$ cat src/rtl/serial_subtractor_if.sv
// Handshake and operand/result bundle for the serial subtractor.
// The controller drives the request side and the subtractor drives the result side.
interface serial_subtractor_if #(
   parameter int WIDTH = 8
);
   logic             start;
   logic [WIDTH-1:0] A;
   logic [WIDTH-1:0] B;
   logic             busy;
   logic             done;
   logic [WIDTH-1:0] Diff;
   logic             Bout;
   logic             Overflow;

   modport master (
      output start, A, B,
      input  busy, done, Diff, Bout, Overflow
   );

   modport slave (
      input  start, A, B,
      output busy, done, Diff, Bout, Overflow
   );
endinterface

$ cat src/rtl/serial_subtractor.sv
// Bit-serial subtractor: Diff = A - B, LSB first, one full-subtractor cell
// and a registered borrow. WIDTH clocks from accept to result, with a
// one-cycle DONE state in which a new operation may be issued.
module serial_subtractor #(
   parameter int WIDTH = 8
) (
   input  logic               clk,
   input  logic               reset,
   serial_subtractor_if.slave bus
);
   localparam int CNT_W = (WIDTH > 2) ? $clog2(WIDTH) : 1;
   localparam logic [CNT_W-1:0] LAST = CNT_W'(WIDTH - 1);

   localparam logic [1:0] S_IDLE = 2'd0;
   localparam logic [1:0] S_RUN  = 2'd1;
   localparam logic [1:0] S_DONE = 2'd2;

   logic [1:0]       state;
   logic [WIDTH-1:0] a_sr;
   logic [WIDTH-1:0] b_sr;
   logic [WIDTH-1:0] r_sr;
   logic             bw;
   logic [CNT_W-1:0] cnt;
   logic             a_sign;
   logic             b_sign;
   logic [WIDTH-1:0] diff_q;
   logic             bout_q;
   logic             ovf_q;

   logic             accept;
   logic             d;
   logic             bw_next;

   // Full-subtractor difference bit
   function automatic logic fs_diff(input logic a, input logic b, input logic bi);
      return a ^ b ^ bi;
   endfunction

   // Full-subtractor borrow-out
   function automatic logic fs_borrow(input logic a, input logic b, input logic bi);
      return (~a & b) | (~(a ^ b) & bi);
   endfunction

   // Single subtractor cell on the current LSBs and the accept condition
   always_comb begin
      d       = fs_diff(a_sr[0], b_sr[0], bw);
      bw_next = fs_borrow(a_sr[0], b_sr[0], bw);
      accept  = bus.start && ((state == S_IDLE) || (state == S_DONE));
   end

   // Control FSM, operand/result shifting and result registers
   always_ff @(posedge clk) begin
      if (reset) begin
         state  <= S_IDLE;
         a_sr   <= '0;
         b_sr   <= '0;
         r_sr   <= '0;
         bw     <= 1'b0;
         cnt    <= '0;
         a_sign <= 1'b0;
         b_sign <= 1'b0;
         diff_q <= '0;
         bout_q <= 1'b0;
         ovf_q  <= 1'b0;
      end else begin
         case (state)
            S_RUN: begin
               bw   <= bw_next;
               r_sr <= {d, r_sr[WIDTH-1:1]};
               a_sr <= a_sr >> 1;
               b_sr <= b_sr >> 1;
               cnt  <= cnt + 1'b1;
               if (cnt == LAST) begin
                  // d is the MSB of the finished difference here
                  diff_q <= {d, r_sr[WIDTH-1:1]};
                  bout_q <= bw_next;
                  ovf_q  <= (a_sign ^ b_sign) & (d ^ a_sign);
                  state  <= S_DONE;
               end
            end
            default: begin
               if (accept) begin
                  a_sr   <= bus.A;
                  b_sr   <= bus.B;
                  bw     <= 1'b0;
                  cnt    <= '0;
                  a_sign <= bus.A[WIDTH-1];
                  b_sign <= bus.B[WIDTH-1];
                  state  <= S_RUN;
               end else begin
                  state  <= S_IDLE;
               end
            end
         endcase
      end
   end

   // Status flags decode directly from the state register
   always_comb begin
      bus.busy     = (state == S_RUN);
      bus.done     = (state == S_DONE);
      bus.Diff     = diff_q;
      bus.Bout     = bout_q;
      bus.Overflow = ovf_q;
   end
endmodule
$ cat src/flat_wrapper.sv
// flat-port wrapper written by rule: the top's interface ports become plain ports
module serial_subtractor_flat 
#(
   parameter int WIDTH = 8
)
  (clk, reset, bus_start, bus_A, bus_B, bus_busy, bus_done, bus_Diff, bus_Bout, bus_Overflow);
  serial_subtractor_if #(.WIDTH(WIDTH)) bus_i ();
  input  logic clk;
  input  logic reset;
  input wire logic [$bits(bus_i.start)-1:0] bus_start;
  input wire logic [$bits(bus_i.A)-1:0] bus_A;
  input wire logic [$bits(bus_i.B)-1:0] bus_B;
  output wire logic [$bits(bus_i.busy)-1:0] bus_busy;
  output wire logic [$bits(bus_i.done)-1:0] bus_done;
  output wire logic [$bits(bus_i.Diff)-1:0] bus_Diff;
  output wire logic [$bits(bus_i.Bout)-1:0] bus_Bout;
  output wire logic [$bits(bus_i.Overflow)-1:0] bus_Overflow;
  assign bus_i.start = bus_start;
  assign bus_i.A = bus_A;
  assign bus_i.B = bus_B;
  assign bus_busy = bus_i.busy;
  assign bus_done = bus_i.done;
  assign bus_Diff = bus_i.Diff;
  assign bus_Bout = bus_i.Bout;
  assign bus_Overflow = bus_i.Overflow;
  serial_subtractor #(.WIDTH(WIDTH)) u_core (.clk(clk), .reset(reset), .bus(bus_i));
endmodule
$ cat config.mk
export PLATFORM = sky130hd
export DESIGN_NAME = serial_subtractor_flat
export DESIGN_NICKNAME = d
export VERILOG_FILES = /design/src/rtl/serial_subtractor_if.sv /design/src/rtl/serial_subtractor.sv /design/src/flat_wrapper.sv
export SDC_FILE = /design/constraint.sdc
export NUM_CORES = 1
export LEC_CHECK = 0
export CORE_UTILIZATION = 45
export DETAILED_ROUTE_END_ITERATION = 16
export PLACE_DENSITY = 0.7
export SLEW_MARGIN = 10
export SYNTH_ARGS = -nofsm -noshare
export SYNTH_HDL_FRONTEND = slang
export SYNTH_SLANG_ARGS = --single-unit
$ cat constraint.sdc
create_clock -name clk -period 2.6 [get_ports clk]
set_clock_uncertainty 0.05 [all_clocks]
set_input_delay 0.26 -clock clk [delete_from_list [all_inputs] [get_ports clk]]
set_output_delay 0.26 -clock clk [all_outputs]
set_load 0.005 [all_outputs]
[Word-level counts from Yosys, hierarchy flattened]
Cells that the tools add are included.
Storage, ports and cells
  word-level logic and storage cells: 47
  input bits: 19
  output and inout port bits: 12
  flip-flop bits (word level): 42
Cells by class
  muxes and demuxes: 11
  bitwise operators: 11
  add/sub/neg operators: 1
  reduce and logical (&&, ||, !) cells: 7
  equal/unequal tests: 4
Operators by type and width (number)
  $mux 7: 4
  $mux 3: 2
  $mux 2: 2
  $reduce_and 2->1: 2
  $xor 1x1->1: 4
  $add 3x1->3 const B: 1
  $and 1x1->1: 3
  $eq 3x3->1 const B: 1
  $mux 1: 3
  $not 1->1: 3
  $eq 2x1->1 const B: 1
  $eq 2x2->1 const B: 1
  $logic_not 2->1: 1
  $ne 2x1->1 const B: 1
  $reduce_bool 2->1: 1
  $reduce_or 2->1: 1
  $logic_and 1x1->1: 1
  $logic_or 1x1->1: 1
  $or 1x1->1: 1

[Depth between registers and ports, before layout]
Gate-level depths: netlist (run 1).
  word-level depth: 5
  gate-level depth with buffers: 6
  mapped depth without buffers: 5

[Worst setup path after synthesis (run 1)]
No wires, ideal clock.
  kind: flip-flop to flip-flop
  start point: register u_core.b_sr[0]
  end point: register u_core.ovf_q, in the netlist u_core.bus.Overflow
  data arrival time: 1.471 ns
  setup slack: 0.988 ns
  stages on the path, launching flop included: 5
  clock period less this slack: 1.612 ns
  data required time: 2.459 ns
  setup time: 0.091 ns
  cell sequence: dfxtp_1 inv_1 fa_1 or3b_1 a311oi_1
On the way
  word-level cells in the longest chain between the ends: 4
Ends and longest elaborated chain
  start, declared: RTL line serial_subtractor.sv:20  | logic [WIDTH-1:0] b_sr;
  start signal, assigned: RTL line serial_subtractor.sv:71  | b_sr <= b_sr >> 1;
  start signal, assigned: RTL line serial_subtractor.sv:84  | b_sr <= bus.B;
  $xor 1x1->1 (2 in a row): RTL line serial_subtractor.sv:36  | return a ^ b ^ bi;
  named net u_core.d: RTL line serial_subtractor.sv:31  | logic d;
  $xor 1x1->1: RTL line serial_subtractor.sv:77  | ovf_q <= (a_sign ^ b_sign) & (d ^ a_sign);
  $and 1x1->1: RTL line serial_subtractor.sv:77
  end signal, assigned: RTL line serial_subtractor.sv:77
  end, declared: RTL line serial_subtractor.sv:28  | logic ovf_q;
The timed path passes the listed nets, and every way through them passes these cells.
A chain may end at the register's enable or synchronous reset.

[Worst setup path after layout (run 1)]
  start point: register u_core.state[0]
  end point: output bus_busy
On the way
  word-level cells in the longest chain between the ends: 1
Ends and longest elaborated chain
  start, declared: RTL line serial_subtractor.sv:18  | logic [1:0] state;
  start signal, assigned: RTL line serial_subtractor.sv:54  | state <= S_IDLE;
  start signal, assigned: RTL line serial_subtractor.sv:78  | state <= S_DONE;
  start signal, assigned: RTL line serial_subtractor.sv:89  | state <= S_RUN;
  $eq 2x1->1: RTL line serial_subtractor.sv:100  | bus.busy = (state == S_RUN);
  end, declared: RTL line flat_wrapper.sv:13  | output wire logic [$bits(bus_i.busy)-1:0] bus_busy;
No other way between the ends.

==> results of run 1 <==
## state kept, by name (all words and copies together) (netlist names), 2 cells and up
| register | flops |
|---|---|
| u_core.a_sr | 8 |
| u_core.b_sr | 8 |
| u_core.bus.Diff | 8 |
| u_core.cnt | 3 |
| u_core.r_sr | 7 |
| u_core.state | 2 |
## kinds of logic after synthesis
family | Yosys count
compound gates | 54
fa+ha+maj | 3
buf+inv | 18
flops | 41
simple gates | 70
## placed cells by master (no fill, tap or decap), types with 2 or more instances in the layout
| cell | n |
|---|---|
| a211oi_1 | 3 |
| a21oi_1 | 35 |
| a22oi_1 | 14 |
| buf_4 | 3 |
| clkbuf_4 | 5 |
| clkbuf_8 | 2 |
| clkdlybuf4s50_1 | 30 |
| dfxtp_1 | 41 |
| ha_1 | 2 |
| inv_1 | 2 |
| nand2_1 | 38 |
| nand2b_1 | 4 |
| nand3_1 | 18 |
| nand3b_1 | 2 |
| nor2_1 | 4 |
| nor2b_1 | 2 |
## worst max path at each step
stage	from	end	slack, ns	depth (start not counted)
2_1_floorplan	u_core.b_sr[0]	u_core.bus.Overflow	0.99	4
3_3_place_gp	bus_start	u_core.a_sr[7]	0.85	4
3_5_place_dp	bus_start	u_core.cnt[1]	0.80	4
4_1_cts	u_core.state[0]	bus_busy	0.61	3
5_1_grt	u_core.state[0]	bus_busy	0.51	3
6_report	u_core.state[0]	bus_busy	0.62	3
## cells in the mapped netlist (all sizes together)
| cell type | number |
|---|---|
| a311oi | 1 |
| nor2 | 4 |
| inv | 3 |
| a21oi | 35 |
| nor2b | 2 |
| dfxtp | 41 |
| o21a | 1 |
| nand2 | 38 |
| a211oi | 3 |
| nand3b | 2 |
| nand2b | 4 |
| clkbuf | 6 |
| a22oi | 14 |
| or3b | 1 |
| and3b | 1 |
| fa | 1 |
| nand3 | 18 |
| ha | 2 |
| buf | 9 |
## report_power, final
part	switching, mW	internal [mW]
sequential	0.0144	0.652
combinational	0.0715	0.0577
clock	0.198	0.157
## worst max-delay path, stage by stage, from the launching register on
cell and delay (ns):
dfxtp_1 0.41, nand2b_1 0.18, inv_8 0.20, clkdlybuf4s50_1 0.52
## area by class of cell
class / instances / share of cell area
sequential: 41 / 0.416
inverter: 3 / 0.00952
clock buffer: 7 / 0.0330
multi-input combinational: 127 / 0.346
timing repair buffer: 33 / 0.164
tap: 46 / 0.0292
clock inverter: 1 / 0.00254
## through the flow
step / cell area [sq um] / hold slack (ns) / cells
2_1_floorplan: 1620 / 0.369 / 186
3_3_place_gp: 1900 / 0.389 / 250
3_5_place_dp: 1900 / 0.399 / 250
4_1_cts: 1970 / 0.415 / 258
5_1_grt: 1970 / 0.429 / 258
6_report: 1970 / 0.412 / 258
## layer usage
metal / track usage / wire length (um) / part of all wire
met3: 0.0621 / 159 / 0.049
met5: 0 / 0 / 0
met2: 0.318 / 1550 / 0.48
met4: 0.0762 / 44 / 0.014
met1: 0.224 / 1490 / 0.46
==> metrics.log, run 1 <==
[metrics] count of maximum capacitance violations: 0
[metrics] setup slack on the worst flop-to-flop path: 0.84 ns
[metrics] Reg clk slew, reported paths: 0.11 ns
[metrics] largest area contributor in the synthesized netlist: dfxtp_1
[metrics] effective utilization at floorplan: 0.478
[metrics] H-tree depth reported by CTS: 2
[metrics] post-layout total power: 1.15 mW
[metrics] pin count of the biggest net entering global routing: 42
[metrics] drt initial violations: 61
[metrics] slew of the pin with the lowest slew margin: roughly 0.84 ns
[metrics] TritonCTS clock tree: done
[metrics] Peak supply drop: 288 uV
[metrics] synthesized instance count: between 150 and 200
[metrics] total of endpoints with negative setup slack in the final report: 0
[metrics] post-route ant nets: 0
[metrics] Residual DRC: 0
[metrics] Syn Std Cell Area: 1620 sq um
[metrics] hold worst-path end: u_core.bus.Diff[7]
[metrics] Synth Area in Compound Gates: 0.197
[metrics] Worst-Skew Late Latency: 0.35 ns
[metrics] simple-gate area share of the yosys netlist: 0.196
[metrics] top-area cell type share of the netlist area: 0.506
[metrics] # clock sinks: 41
[metrics] Syn-to-layout area delta: 21.6%
[metrics] leakage power of the design: 0.672 nW
[metrics] chip height: 62.0 um
[metrics] number of iterations in the first detailed-routing pass: 4
[metrics] Syn Nets: 208
[metrics] Hold Path Depth: 2
[metrics] RSZ-0062 raised after global routing: no
[metrics] Yosys reg bits: 41
[metrics] number of distinct standard cells referenced by the synthesized netlist: 23
[metrics] synth top area cells: dfxtp_1 (51%), a21oi_1 (11%), nand2_1 (8.8%), a22oi_1 (6.5%), nand3_1 (5.6%)
[metrics] antenna violations before repair: 0
[metrics] nets: around 230
[metrics] Final Wtd Congestion: between 0.6 and 0.7
[metrics] aggregate global-route resource usage: 0.190
[metrics] setup ws final: 0.624 ns
[metrics] sum of net half-perimeters after detailed placement: 2190 um
[metrics] IO Count: 31
[metrics] setup TNS after final layout: 0 ns
[metrics] Worst Setup End Kind: primary output
[metrics] fraction of synthesized area in multiplexers: 0
[metrics] ANT cells: 0
[metrics] endpoint of the most critical register-to-register path: u_core.bus.Overflow
[metrics] part of the cycle the worst path needs: 0.760
[metrics] via count of the first global-routing pass: 1172
[metrics] critical hold path startpoint: u_core.bus.Diff[7]
[metrics] outcome: finished clean
[metrics] die area: 3850 sq um
[metrics] chip width: 62.0 um
[metrics] via/cell ratio: between 5 and 6
[metrics] Congestion Overflow GR: 0
[metrics] multi-input combinational cell area: 682 sq um
[metrics] FF-to-FF Start: u_core.b_sr[0]
[metrics] cells on worst reg2reg path: 4
[metrics] power density over the cells: 583 nW/um^2
[metrics] share of post-route cells with drive strength above 1: 0.0566
[metrics] global-route wire length before repair: 5160 um
[metrics] critical path class: flop to primary output
[metrics] CTS buffer count: 5
[metrics] cts repair resizes: 0
[metrics] path type of the worst min-delay path: flop to flop
[metrics] hold-fix buffer count after cts: 0
[metrics] post-CTS repair timing setup buffer count: 0
[metrics] placeable core area: 3390 sq um
[metrics] Worst Setup Slack post-DPL: roughly 0.8 ns
[metrics] CP required: 2.29 ns
[metrics] clock tree buffer depth: 2
[metrics] root cell of the clock tree: clkbuf_4
[metrics] Cell Rows: 21
[metrics] mean cell area of the mapped netlist: 8.72 sq um
[metrics] fraction of the yosys area taken by sequential cells: 0.506
[metrics] max-slew violation count: 0
[metrics] Synth Area in XOR/XNOR: 0
[metrics] adder and majority cell fraction of the synthesized area: 0.0278
[metrics] total of warnings raised by yosys: 0
[metrics] peak clock frequency supported by timing: just over 500 MHz
[metrics] final core occ: 0.582
[metrics] Max-Slew Margin vs Limit: 0.437
[metrics] Layout fillers: 331
[metrics] dominant combinational cell family by area after synthesis: compound AO/OA/AOI/OAI gates
[metrics] Hold Violations, Final: 0
[metrics] Storage cell area: 821 sq um
[metrics] sort of element at the start of the critical path: flop
[metrics] post-layout min period: a little under 2 ns
[metrics] Port Buffers: 30
[metrics] CP max FO: 28
[metrics] total via count in the routed design: 1345
[metrics] data arrival time at the worst-slack endpoint: ~1.7 ns
[metrics] wire per inst: 12.6 um
[metrics] final routed wirelength across all metal layers: 3250 um
No activity file was read; power rests on OpenSTA's default activity.
==> inputs of run 2 (changes only) <==
--- a/config.mk
+++ b/config.mk
@@ -7,7 +7,7 @@
 export LEC_CHECK = 0
 export CORE_UTILIZATION = 45
 export DETAILED_ROUTE_END_ITERATION = 16
-export PLACE_DENSITY = 0.7
+export PLACE_DENSITY = 0.72
 export SLEW_MARGIN = 10
 export SYNTH_ARGS = -nofsm -noshare
 export SYNTH_HDL_FRONTEND = slang
==> constraint.sdc (replaced) <==
create_clock -name clk -period 1.7 [get_ports clk]
set_clock_uncertainty 0.05 [all_clocks]
set_input_delay 0.17 -clock clk [delete_from_list [all_inputs] [get_ports clk]]
set_output_delay 0.17 -clock clk [all_outputs]
set_load 0.005 [all_outputs]
==> run 2 against run 1 <==
Net effect:
- via count grew 2.8%
- non-clock buffer count rose by 4
- power rose by 50%
- hold slack got worse by 0.036 ns
- critical path depth increased by 1
- clock power up 38%
- worst setup slack lost 0.56 ns
- sequential power up 53%
- flip-flop and latch count unchanged
- largest power group unchanged
==> metrics.log, run 2 (synthesis results as in run 1) <==
[metrics] largest stage delay on the critical path: 0.49 ns
[metrics] post-route ant nets: 0
[metrics] Worst Setup End Kind: flop
[metrics] power density over the cells: 854 nW/um^2
[metrics] post-layout total power: 1.73 mW
[metrics] chip height: 62.0 um
[metrics] sort of element at the start of the critical path: flop
[metrics] Syn-to-layout area delta: 25.0%
[metrics] Worst-Skew Late Latency: 0.34 ns
[metrics] post-CTS repair timing setup buffer count: 0
[metrics] IO Count: 31
[metrics] data arrival time at the worst-slack endpoint: 1.85 ns
[metrics] via/cell ratio: 5.30
[metrics] slew of the pin with the lowest slew margin: 0.391 ns
[metrics] Placed Instance Area: 1960 sq um
[metrics] RSZ-0062 raised after global routing: no
[metrics] leakage power of the design: 0.706 nW
[metrics] setup slack on the worst flop-to-flop path: ~0.063 ns
[metrics] antenna violations before repair: 0
[metrics] final routed wirelength across all metal layers: 3330 um
[metrics] slowest stage cell on the critical path: fa_1
[metrics] path type of the worst min-delay path: input port to flop
[metrics] Final Wtd Congestion: 0.722
[metrics] peak clock frequency supported by timing: 611 MHz
[metrics] CP required: 1.91 ns
[metrics] placeable core area: 3390 sq um
[metrics] drt initial violations: 48
[metrics] critical path class: flop to flop
[metrics] share of post-route cells with drive strength above 1: 0.0884
[metrics] leading cell types in the layout, fill and taps excluded: nand2_1 (38), dfxtp_1 (38), a21oi_1 (35)
[metrics] chip width: between 60 and 70 um
[metrics] via count of the first global-routing pass: approximately 1200
[metrics] Peak supply drop: 443 uV
[metrics] sum of net half-perimeters after detailed placement: about 2200 um
[metrics] aggregate global-route resource usage: 0.191
[metrics] total of endpoints with negative setup slack in the final report: 0
[metrics] # clock sinks: 41
[metrics] setup TNS after final layout: 0 ns
[metrics] Max-Slew Margin vs Limit: 0.739
[metrics] Port Buffers: 30
[metrics] max-slew violation count: 0
[metrics] hold worst-path end: u_core.a_sign
[metrics] FF-to-FF Start: u_core.b_sr[0]
[metrics] CP max FO: 2
[metrics] ordered cell list for the critical path: inv_1, fa_1, or3b_1, a311oi_1
[metrics] post-route cell area: 2030 sq um
[metrics] effective utilization at floorplan: 0.478
[metrics] TritonCTS clock tree: done
[metrics] nets: 237
[metrics] endpoint of the most critical register-to-register path: u_core.bus.Overflow
[metrics] global-route wire length before repair: about 5200 um
[metrics] pin count of the biggest net entering global routing: 27
[metrics] Residual DRC: 0
[metrics] Cell Rows: 21
[metrics] Hold Path Depth: 3
[metrics] setup ws final: 0.0634 ns
[metrics] total via count in the routed design: 1382
[metrics] CTS buffer count: 5
[metrics] Congestion Overflow GR: 0
[metrics] ANT cells: 0
[metrics] count of maximum capacitance violations: 0
[metrics] Worst Setup Slack post-DPL: 0.0669 ns
[metrics] root cell of the clock tree: clkbuf_4
[metrics] wire per inst: 12.7 um
[metrics] number of iterations in the first detailed-routing pass: 4
[metrics] H-tree depth reported by CTS: 2
[metrics] cells on worst reg2reg path: 4
[metrics] Reg clk slew, reported paths: 0.11 ns
[metrics] outcome: finished clean
[metrics] part of the cycle the worst path needs: 0.963
[metrics] post-layout min period: between 1.5 and 2 ns
[metrics] clock tree buffer depth: 2
[metrics] Hold Violations, Final: 0
[metrics] critical hold path startpoint: bus_A[7]
[metrics] die area: 3850 sq um
[run 2: changes by cell type in the layout (fill, tap and decap cells not counted), sizes merged]
cell,before,now
clkdlybuf4s50,30,29
buf,3,7
clkinv,1,0
dlymetal6s2s,0,1
[run 2: repair_timing]
| item | in CTS | in global routing |
|---|---|---|
| hold buffers | 0 | 0 |
| setup endpoints to repair | 1 | 4 |
| gates resized for setup | 3 | 4 |
[run 2: cell type report]
type	instances	area, sq um
flip-flops and latches	41	825
multi-input cells	127	691
inverters	3	18.8
clock buffers	7	55.1
repair buffers	37	380
well taps	46	57.6
fillers	297	1360
[run 2: worst max path at each step]
stage | startpoint | endpoint | slack, ns
after floorplan | u_core.b_sr[0] | u_core.bus.Overflow | 0.09
after global placement | u_core.b_sr[0] | u_core.bus.Overflow | 0.12
after detailed placement | u_core.b_sr[0] | u_core.bus.Overflow | 0.07
after CTS | u_core.state[1] | bus_busy | 0.01
after global routing | u_core.state[1] | bus_done | 0.005
final | u_core.b_sr[0] | u_core.bus.Overflow | 0.06
[run 2: where the power goes]
part | switching (mW) | internal (mW)
clock network | 0.296 | 0.196
registers | 0.0235 | 0.997
logic | 0.112 | 0.107
[run 2: worst max-delay path: cells and delay by family, from the launching register on]
family                   cells  cell delay [ns]
AO/OA/AOI/OAI                1             0.24
adder cells (fa/ha/maj)      1             0.49
buffers and inverters        1             0.05
flip-flops                   1             0.35
AND/OR/NAND/NOR              1             0.38
[run 2: per-stage QoR]
stage	std cells	hold slack (ns)	util
5_1_grt	261	0.353	0.598
3_3_place_gp	254	0.390	0.577
3_5_place_dp	254	0.397	0.577
6_report	261	0.376	0.598
4_1_cts	261	0.356	0.596
2_1_floorplan	186	0.279	-
[run 2: routing by layer]
layer  GRT usage  up-vias  routed length, um  share of wire
met1       0.234      647               1540           0.46
met4      0.0698        0                 15         0.0045
li1            -      699                  -              -
met3      0.0683        2                163          0.049
met2       0.309       34               1610           0.48
met5           0        -                  0              0
